<file path="src/rtl/sd_pkg.sv">
// Shared types and helpers for the radix-4 signed-digit to two's complement converter.
package sd_pkg;

  localparam int SD_W = 2;

  typedef enum logic [1:0] {
    IDLE = 2'b00,
    CONV = 2'b01,
    DONE = 2'b10
  } state_e;

  // Digit codes are 2-bit two's complement, so the value is just the sign-extended code.
  function automatic logic signed [2:0] sd_val(input logic [SD_W-1:0] d);
    return $signed({d[1], d});
  endfunction

endpackage

</file>
<file path="src/rtl/sd_digit_step.sv">
// One radix-4 conversion step: adds the incoming borrow to an SD digit and splits the
// sum into a 2-bit result digit and an outgoing borrow.
module sd_digit_step
  import sd_pkg::*;
(
  input  logic [SD_W-1:0] d,
  input  logic            borrow_in,
  output logic [SD_W-1:0] r,
  output logic            borrow_out
);

  logic signed [2:0] w_s;

  // s lies in -3..+1, so its low bits are s mod 4 and its sign bit is floor(s/4) == -1.
  always_comb begin
    w_s        = sd_val(d) + (borrow_in ? 3'sb111 : 3'sb000);
    r          = w_s[1:0];
    borrow_out = w_s[2];
  end

endmodule

</file>
<file path="src/rtl/sd_to_binary_converter.sv">
// Digit-serial radix-4 signed-digit to two's complement converter, one digit per cycle,
// LSB first, with valid/ready handshakes on input and output.
module sd_to_binary_converter
  import sd_pkg::*;
#(
  parameter int NDIG  = 4,
  parameter int OUT_W = 2*NDIG+3
) (
  input  logic                 clk,
  input  logic                 rst,
  input  logic                 in_valid,
  output logic                 in_ready,
  input  logic [2*NDIG-1:0]    sd_vec,
  input  logic [SD_W-1:0]      sd_top,
  output logic                 out_valid,
  input  logic                 out_ready,
  output logic [OUT_W-1:0]     bin_out,
  output logic                 busy
);

  localparam int SR_W  = SD_W*(NDIG+1);
  localparam int CNT_W = $clog2(NDIG+1);
  localparam logic [CNT_W-1:0] LAST_CNT = CNT_W'(NDIG);

  state_e            r_state;
  logic [SR_W-1:0]   r_shift;
  logic [SR_W-1:0]   r_res;
  logic [CNT_W-1:0]  r_cnt;
  logic              r_borrow;
  logic              r_sign;
  logic              r_in_ready;
  logic              r_out_valid;
  logic              r_busy;

  logic [SD_W-1:0]   w_r;
  logic              w_borrow;

  sd_digit_step u_step (
    .d          (r_shift[SD_W-1:0]),
    .borrow_in  (r_borrow),
    .r          (w_r),
    .borrow_out (w_borrow)
  );

  // Result digits enter at the top of r_res and shift down, so after NDIG+1 steps
  // digit 0 sits in the lowest bits.
  always_ff @(posedge clk) begin
    if (rst) begin
      r_state     <= IDLE;
      r_shift     <= '0;
      r_res       <= '0;
      r_cnt       <= '0;
      r_borrow    <= 1'b0;
      r_sign      <= 1'b0;
      r_in_ready  <= 1'b1;
      r_out_valid <= 1'b0;
      r_busy      <= 1'b0;
    end else begin
      case (r_state)
        IDLE: begin
          if (in_valid) begin
            r_shift    <= {sd_top, sd_vec};
            r_res      <= '0;
            r_cnt      <= '0;
            r_borrow   <= 1'b0;
            r_sign     <= 1'b0;
            r_in_ready <= 1'b0;
            r_busy     <= 1'b1;
            r_state    <= CONV;
          end else begin
            r_in_ready <= 1'b1;
          end
        end
        CONV: begin
          r_shift  <= {{SD_W{1'b0}}, r_shift[SR_W-1:SD_W]};
          r_res    <= {w_r, r_res[SR_W-1:SD_W]};
          r_borrow <= w_borrow;
          r_cnt    <= r_cnt + CNT_W'(1);
          if (r_cnt == LAST_CNT) begin
            r_sign      <= w_borrow;
            r_out_valid <= 1'b1;
            r_state     <= DONE;
          end else begin
            r_state <= CONV;
          end
        end
        DONE: begin
          if (out_ready) begin
            r_out_valid <= 1'b0;
            r_in_ready  <= 1'b1;
            r_busy      <= 1'b0;
            r_state     <= IDLE;
          end else begin
            r_state <= DONE;
          end
        end
        default: begin
          r_state     <= IDLE;
          r_in_ready  <= 1'b1;
          r_out_valid <= 1'b0;
          r_busy      <= 1'b0;
        end
      endcase
    end
  end

  assign in_ready  = r_in_ready;
  assign out_valid = r_out_valid;
  assign busy      = r_busy;
  assign bin_out   = {r_sign, r_res};

endmodule
</file>
<file path="config.mk">
export PLATFORM = sky130hd
export DESIGN_NAME = sd_to_binary_converter
export DESIGN_NICKNAME = d
export VERILOG_FILES = /design/src/rtl/sd_pkg.sv /design/src/rtl/sd_digit_step.sv /design/src/rtl/sd_to_binary_converter.sv
export SDC_FILE = /design/constraint.sdc
export NUM_CORES = 1
export LEC_CHECK = 0
export ABC_AREA = 1
export CAP_MARGIN = 5
export CELL_PAD_IN_SITES_DETAIL_PLACEMENT = 1
export CELL_PAD_IN_SITES_GLOBAL_PLACEMENT = 2
export CORE_MARGIN = 5
export CORE_UTILIZATION = 29
export DETAILED_ROUTE_END_ITERATION = 10
export PLACE_DENSITY = 0.8
export SLEW_MARGIN = 0
export SYNTH_ARGS = -nofsm -noshare
export SYNTH_HDL_FRONTEND = slang
export SYNTH_SLANG_ARGS = --single-unit
</file>
<file path="constraint.sdc">
create_clock -name clk -period 2.6 [get_ports clk]
set_clock_uncertainty 0.2 [all_clocks]
set_input_delay 0.52 -clock clk [delete_from_list [all_inputs] [get_ports clk]]
set_output_delay 0.52 -clock clk [all_outputs]
set_load 0.05 [all_outputs]
</file>
==> out/metrics.cfg, run 1 <==
[status]
status = completed

[clock_network]
cts_repair_resize_count = 0
cts_max_level = 2
clockBufferDepth = 2
numCtsBuffers = 5
clkLatencyLatePin_ns = 0.28
postCtsHoldBufs = 0
post-cts-setup-buffer-count = 0
cts_tree = done
root_buffer = clkbuf_8
clk_pin_slew_ns = 0.08
cts.sinks = 30

[pwr]
p_int_uw = 825.0
power.share.switching_pct = 26.53
comb_power_share_pct = 14.1
seqPwrFrac_pct = 44.1
power_leakage_nw = 0.7195
power_switching_uw = 297.8
clkPwrFrac_pct = 41.8
vdd_drop_max_mv = 0.3069
power_density_nw_per_um2 = 653.6

[yosys]
synth_ff_type = dfxtp_1
synth_area_per_cell_sq_um = 7.015
ys_async_sr_fraction_pct = 0
synth_area_sq_um = 1319
synth-simple-area-share_pct = 29.70
yosys.area.top_type_share_pct = 45.54
synth_compound_area_share_pct = 10.15
synthTopCellsByArea = dfxtp_1 46%, nand2_1 18%, nor2_1 7.4%
syn-num-nets = 206
synth_most_common_cell = nand2_1
netlist_instances = 188
yosys-top-cells-count = 64 x nand2_1, 30 x dfxtp_1, 26 x nor2_1
synthAdderAreaFrac_pct = 4.364
synth_top_family_by_area = simple AND/OR/NAND/NOR gates
ys_seq_elements = 30
ys_warn_count = 0
synthDominantAreaCellType = dfxtp_1
synth_edf_count = 0
synth_cell_types = 19
synthXorXnorAreaFrac_pct = 0
yosysSeqAreaShare_pct = 45.54
synth_mux_area_share_pct = 0

[timing]
rsz0062_at_grt = false
max_slew_margin_pct = 65.60
fmax_ghz = 0.4533
finalWorstPathRequiredPeriod_ns = 2.206
tns_ns = 0
tightest_slew_ns = 0.5143
hold_violations = 0
layout_setup_ws_ns = 0.3939
maxSlewViolCount = 0
holdWs_ns = 0.2594
setup_viol = 0
period_share_pct = 84.85

[grt]
grt_pass1_vias = 1268
grt-ovfl-total = 0
grt_usage_pct = 12.05
grt_pass1_wl_um = 5809
grt_max_degree = 32
antenna_found_initial = 0

[floorplan]
row_count = 24
initial_core_util_pct = 30.08
dieArea_sq_um = 5996
core_sq_um = 4384
io_pins = 28
die_h_um = 77.44
die_x_um = 77.44

[final_layout]
antennaDiodeCount = 0
finish.utilization_pct = 39.18
design_area_sq_um = 1718
areaGrowthSynthToFinish_pct = 30.27
nFillCells = 553
nets = 233
final_layout_size_suffix_gt1_share_pct = 6.944

[detailed_routing]
avgRoutedWirePerCell_um = 12.60
dr.pass1.iters = 4
vias_per_cell = 4.534
vias = 1215
routed_wl_um = 3378
drcViolationCount = 0
postRouteAntennaNets = 0
drtIter0Drc = 61

[critical_path]
slowest_stage = clkdlybuf4s50_1
start_kind = register
required_ns = 1.88
arrival_ns = 1.49
critPathMaxStageDelay_ns = 0.82
worst-path-buf-inv = 1
path_delay_family = buffers and inverters
cp-end-kind = primary output
path_cells = clkdlybuf4s50_1
worstPathMaxFanout = 3
worstSetupPathType = register to primary output

[run]
drv_cap = 0

[placed_design]
dpl-instance-area_sq_um = 1609
pre_cts_slack_ns = 0.6507
hpwl_um = 2406
place.gp.congestion = 0.7732
io_buffers = 27

[min_path]
min_path_type = register to register

==> logic make-up (layout without fill, tap and decap cells) <==
kind of cell	Yosys count	in the layout
AO/OA/AOI/OAI	26	26
adder cells (fa/ha/maj)	4	4
AND/OR/NAND/NOR	99	99
buffers and inverters	29	57
flip-flops	30	30
==> worst paths after layout <==
kind	from	endpoint	slack [ns]	cells past startpoint
hold reg to reg	in_ready	in_ready	0.26	2
setup reg to reg	r_borrow	r_res[9]	1.01	5
setup / recovery	r_res[4]	bin_out[4]	0.39	1
hold / removal	in_ready	in_ready	0.26	2
==> layer usage <==
layer	share of wire [%]	wire length [um]	vias up	track usage, %
met2	47	1599	19	19.28
met3	4.6	156	5	4.745
met4	1.6	53	0	4.639
met1	46	1569	560	14.53
met5	0	0	-	0
li1	-	-	631	-
==> power groups by stage <==
stage,logic [mW],registers [mW],clock network (mW)
after detailed placement,0.161,0.505,0
final,0.159,0.495,0.469
after global placement,0.156,0.504,0
after floorplan,0.0979,0.518,0
after CTS,0.162,0.495,0.483
after global routing,0.178,0.497,0.506
==> state kept, by name, indices dropped and copies added (netlist names) <==
name	count
r_res	10
r_shift	10
r_cnt	3
r_state	2
busy	1
in_ready	1
out_valid	1
r_borrow	1
r_sign	1
==> cells in the final DEF (no fill, tap or decap), types with 3 or more instances in the layout <==
cell type | Yosys | routed
clkbuf_8 | 0 | 5
nor2_1 | 26 | 26
o21ai_1 | 6 | 6
a21oi_1 | 18 | 18
ha_1 | 3 | 3
nand3_1 | 6 | 6
nand2_1 | 64 | 64
inv_1 | 18 | 18
dfxtp_1 | 30 | 30
clkdlybuf4s50_1 | 0 | 27
==> per-stage QoR <==
stage | instances | power [mW]
6_report | 268 | 1.123
4_1_cts | 268 | 1.141
2_1_floorplan | 188 | 0.6161
3_3_place_gp | 260 | 0.6603
5_1_grt | 268 | 1.182
3_5_place_dp | 260 | 0.6668
==> cell type report <==
| class | instances | area, sq um | area share, % |
|---|---|---|---|
| sequential | 30 | 600.6 | 34.96 |
| multi-input combinational | 129 | 583.1 | 33.94 |
| timing repair buffer | 29 | 285.3 | 16.61 |
| inverter | 20 | 75.07 | 4.370 |
| clock buffer | 5 | 68.82 | 4.006 |
| tap | 52 | 65.06 | 3.787 |
| clock inverter | 3 | 40.04 | 2.331 |
Power figures use the tool's default switching activity.
==> run 2: changes to the inputs <==
- CORE_UTILIZATION: 29 -> 27
- PLACE_DENSITY: 0.8 -> 0.75
- clock period: 2.6 -> 2.1 ns (I/O delays scaled with it)
==> run 2 against run 1 <==
Net effect:
- utilization fell by 2.1 points
- largest power group is now the clock network
- sequential cell count is the same
- worst setup slack improved by 0.13 ns
- first-iteration DRC count decreased by 56%
- non-clock buffer count is 2 higher
- sequential power is 24% higher
- wire length decreased by 7.5%
- critical path type is now register to register
- hold slack better by 0.016 ns
- sequential share of layout area down 0.65 points
- cell area is 1.9% higher
- global-route usage down 1.1 points
- highest routed layer unchanged
==> out/metrics.cfg, run 2 (same netlist as run 1, synthesis figures left out) <==
[critical_path]
required_ns = 2.11
worstPathMaxFanout = 3
arrival_ns = 1.59
crit_path_start = r_borrow
start_kind = register
cp-end-kind = register
r2r_start = r_borrow
critPathMaxStageDelay_ns = 0.41
path_cells = ha_1 -> inv_1 -> fa_1 -> or2_1 -> a21oi_1
slowest_stage = fa_1
worstSetupPathType = register to register

[min_path]
hp-start = r_shift[9]
min_path_type = register to register

[floorplan]
row_count = 25
core_sq_um = 4723
die_h_um = 79.89
dieArea_sq_um = 6382
initial_core_util_pct = 27.92
die_x_um = 79.89
io_pins = 28

[clock_network]
clkLatencyLatePin_ns = 0.28
post-cts-setup-buffer-count = 0
cts_repair_resize_count = 0
cts_tree = done
clockBufferDepth = 2
numCtsBuffers = 5
cts_max_level = 2
clk_pin_slew_ns = 0.07
postCtsHoldBufs = 0
cts.sinks = 30
root_buffer = clkbuf_8

[pwr]
power_density_nw_per_um2 = 874.0
vdd_drop_max_mv = 0.3200
power_leakage_nw = 0.7690

[timing]
setup_viol = 0
rsz0062_at_grt = false
maxSlewViolCount = 0
max_slew_margin_pct = 70.78
tns_ns = 0
tightest_slew_ns = 0.4379
layout_setup_ws_ns = 0.5268
finalWorstPathRequiredPeriod_ns = 1.573
fmax_ghz = 0.6357
period_share_pct = 74.91
hold_violations = 0

[placed_design]
io_buffers = 27
hpwl_um = 2333
place.gp.congestion = 0.7138
pre_cts_slack_ns = 0.3125

[grt]
grt_usage_pct = 10.96
grt_pass1_vias = 1143
antenna_found_initial = 0
grt_max_degree = 19
grt_pass1_wl_um = 5292
grt-ovfl-total = 0

[run]
drv_cap = 0

[final_layout]
nFillCells = 589
final_layout_size_suffix_gt1_share_pct = 14.22
largest_registers = r_res x10, r_shift x10, r_cnt x3
final_cell_mix = 64 x nand2_1, 30 x dfxtp_1, 26 x nor2_1
final_common_cell = nand2_1
antennaDiodeCount = 0
areaGrowthSynthToFinish_pct = 32.73
nets = 235
finish.utilization_pct = 37.06

[detailed_routing]
drcViolationCount = 0
vias_per_cell = 4.242
dr.pass1.iters = 4
vias = 1209
routed_wl_um = 3124
postRouteAntennaNets = 0
avgRoutedWirePerCell_um = 10.96
drtIter0Drc = 27

[status]
status = completed

## run 2: changes by cell type in the layout (fill, tap and decap cells not counted)
cell | before | now
buf_4 | 2 | 18
clkbuf_8 | 5 | 6
clkinv_2 | 2 | 0
bufinv_16 | 1 | 2
clkdlybuf4s50_1 | 27 | 13
## run 2: cell type report
| class | count | area (sq um) | area share [%] |
|---|---|---|---|
| flip-flops and latches | 30 | 600.6 | 34.31 |
| multi-input cells | 129 | 583.1 | 33.31 |
| repair buffers | 31 | 265.3 | 15.15 |
| well taps | 67 | 83.83 | 4.789 |
| clock buffers | 6 | 82.58 | 4.718 |
| inverters | 20 | 75.07 | 4.289 |
| clock inverters | 2 | 60.06 | 3.431 |
## run 2: worst paths after layout
check | endpoint | slack [ns] | cells past startpoint
min | r_shift[9] | 0.28 | 2
max | r_res[9] | 0.53 | 5
min reg2reg | r_shift[9] | 0.28 | 2
max reg2reg | r_res[9] | 0.53 | 5
## run 2: metal layers
metal / global-route usage [%] / share of wire [%] / vias up
met2: 17.55 / 49 / 17
li1: - / - / 629
met5: 0 / 0 / -
met1: 12.84 / 45 / 556
met3: 3.160 / 3.5 / 7
met4: 6.588 / 2.7 / 0
## run 2: per-stage QoR
step | cells | cell area, sq um | hold slack [ns] | power (mW)
global route | 285 | 1750 | 0.3098 | 1.608
finish | 285 | 1750 | 0.2753 | 1.530
CTS | 285 | 1750 | 0.2795 | 1.564
floorplan | 188 | 1319 | 0.2437 | 0.7627
global placement | 277 | 1608 | 0.2526 | 0.8203
detailed placement | 277 | 1608 | 0.2641 | 0.8247
## run 2: worst max-delay path, delay by kind of cell, from the launching register on
family	cells	cell delay, ns
buffers and inverters	1	0.04
AOI/OAI and AO/OA	1	0.11
and+or+nand+nor	1	0.23
adders and majority gates	2	0.57
DFF	1	0.37
## run 2: power breakdown
part           total (mW)  switching (mW)  leakage [nW]  internal, mW
clock network       0.723           0.217        0.0714         0.506
logic               0.194           0.118         0.452        0.0760
registers           0.613          0.0153         0.245         0.598
==> run 3: changes to the inputs <==
- clock period: 2.1 -> 1.45 ns (I/O delays scaled with it)
==> run 3 against run 2 <==
Net effect:
- the run now ends with negative setup slack left
- cell area increased by 11%
- register-to-register slack got worse by 0.59 ns
- count of clock-buffer cells in the layout increased by 1
- largest power group is now registers
==> out/metrics.cfg, run 3 (same netlist as run 1, synthesis figures left out) <==
[timing]
fmax_ghz = 0.6604
setup_viol = 3
max_slew_margin_pct = 86.83
period_share_pct = 104.4
tightest_slew_ns = 0.1973
finalWorstPathRequiredPeriod_ns = 1.514
hold_violations = 0
maxSlewViolCount = 0
layout_setup_ws_ns = -0.06430
rsz0062_at_grt = true

[floorplan]
io_pins = 28
die_h_um = 79.89
dieArea_sq_um = 6382
die_x_um = 79.89
initial_core_util_pct = 27.92
row_count = 25
core_sq_um = 4723

[clock_network]
root_buffer = clkbuf_8
clk_pin_slew_ns = 0.07
clockBufferDepth = 2
cts_max_level = 2
postCtsHoldBufs = 0
cts.sinks = 30
numCtsBuffers = 5
cts_tree = done
clkLatencyLatePin_ns = 0.28

[critical_path]
cp-end-kind = register
start_kind = register
worstPathMaxFanout = 2
required_ns = 1.47
arrival_ns = 1.53
worstSetupPathType = register to register

[detailed_routing]
routed_wl_um = 3418
vias_per_cell = 4.358
dr.max_layer_used = met4
vias = 1255
drcViolationCount = 0
dr.pass1.iters = 4
dr_wl_met3_um = 122
wirelength_met1_um = 1433
postRouteAntennaNets = 0
avgRoutedWirePerCell_um = 11.87
drtIter0Drc = 39
wl_met2_um = 1789

[grt]
grt_pass1_wl_um = 5740
grt_pass1_vias = 1328
antenna_found_initial = 0
grt-ovfl-total = 0
grt_max_degree = 22
grt_usage_pct = 11.85

[pwr]
power_leakage_nw = 0.8151
vdd_drop_max_mv = 0.5019
clkPwrFrac_pct = 36.1
comb_power_share_pct = 17.3
power.share.switching_pct = 27.21
power_density_nw_per_um2 = 988.2
power.total_mw = 1.925
p_int_mw = 1.401
seqPwrFrac_pct = 46.6
power_switching_uw = 523.8

[status]
status = complete, but fails checks
violations = negative setup slack

[final_layout]
antennaDiodeCount = 0
stdcell_count = 288
largest_registers = r_res x10, r_shift x10, r_cnt x3
design_area_sq_um = 1948
nets = 238
final_cell_mix = 64 x nand2_1, 27 x dfxtp_1, 26 x nor2_1
finish.utilization_pct = 41.25
final_layout_size_suffix_gt1_share_pct = 17.65
final_common_cell = nand2_1
areaGrowthSynthToFinish_pct = 47.72

[min_path]
min_path_type = register to register

[placed_design]
io_buffers = 27
dpl-instance-area_sq_um = 1832
place_inst = 280
place.gp.congestion = 0.6696
hpwl_um = 2594

[run]
drv_cap = 0

[run 3: changes by cell type in the layout (fill, tap and decap cells not counted), moves of 2 or more]
| cell | before | now |
|---|---|---|
| bufinv_16 | 2 | 0 |
| dfxtp_2 | 0 | 3 |
| dfxtp_1 | 30 | 27 |
| buf_12 | 0 | 16 |
| buf_4 | 18 | 5 |
[run 3: per-stage QoR]
step / hold WS [ns] / setup TNS [ns] / setup WS, ns
detailed placement: 0.2645 / -4.101 / -0.2307
global route: 0.3024 / -0.3078 / -0.1264
floorplan: 0.2333 / -0.04206 / -0.04206
CTS: 0.2741 / -0.1998 / -0.1146
finish: 0.2709 / -0.09505 / -0.06430
global placement: 0.2587 / -3.475 / -0.1885
[run 3: worst paths after layout]
kind	from	depth (start not counted)	end	slack (ns)
max reg2reg	r_borrow	5	r_res[9]	-0.06
min	r_shift[8]	2	r_shift[8]	0.27
min reg2reg	r_shift[8]	2	r_shift[8]	0.27
max	r_borrow	5	r_res[9]	-0.06
[run 3: timing repair]
item / 4_1_cts / 5_1_grt
resized for setup: 4 / 3
setup endpoints to repair: 3 / 11
pin swaps: 3 / 2
buffers inserted: 0 / 0
[run 3: critical path, stage by stage, from the launching register on]
cell	delay (ns)
dfxtp_2	0.35
ha_4	0.14
inv_2	0.03
fa_1	0.41
or2_1	0.21
a21oi_1	0.11
[run 3: power groups by stage]
stage | sequential, mW | combinational [mW] | clock, mW
CTS | 0.896 | 0.338 | 0.727
global route | 0.902 | 0.370 | 0.760
global placement | 0.911 | 0.326 | 0
detailed placement | 0.912 | 0.335 | 0
floorplan | 0.929 | 0.176 | 0
finish | 0.896 | 0.333 | 0.696
[run 3: cell type report]
class | instances | area [sq um]
clock inverters | 1 | 5.005
fillers | 588 | 2775
well taps | 67 | 83.83
inverters | 20 | 75.07
clock buffers | 7 | 86.33
multi-input cells | 129 | 605.6
flip-flops and latches | 30 | 604.3
repair buffers | 34 | 488.0
[run 3: per-layer routing]
metal	vias up	global-route usage [%]
li1	635	-
met1	596	12.34
met2	15	20.94
met3	9	3.950
met4	0	6.081
met5	-	0
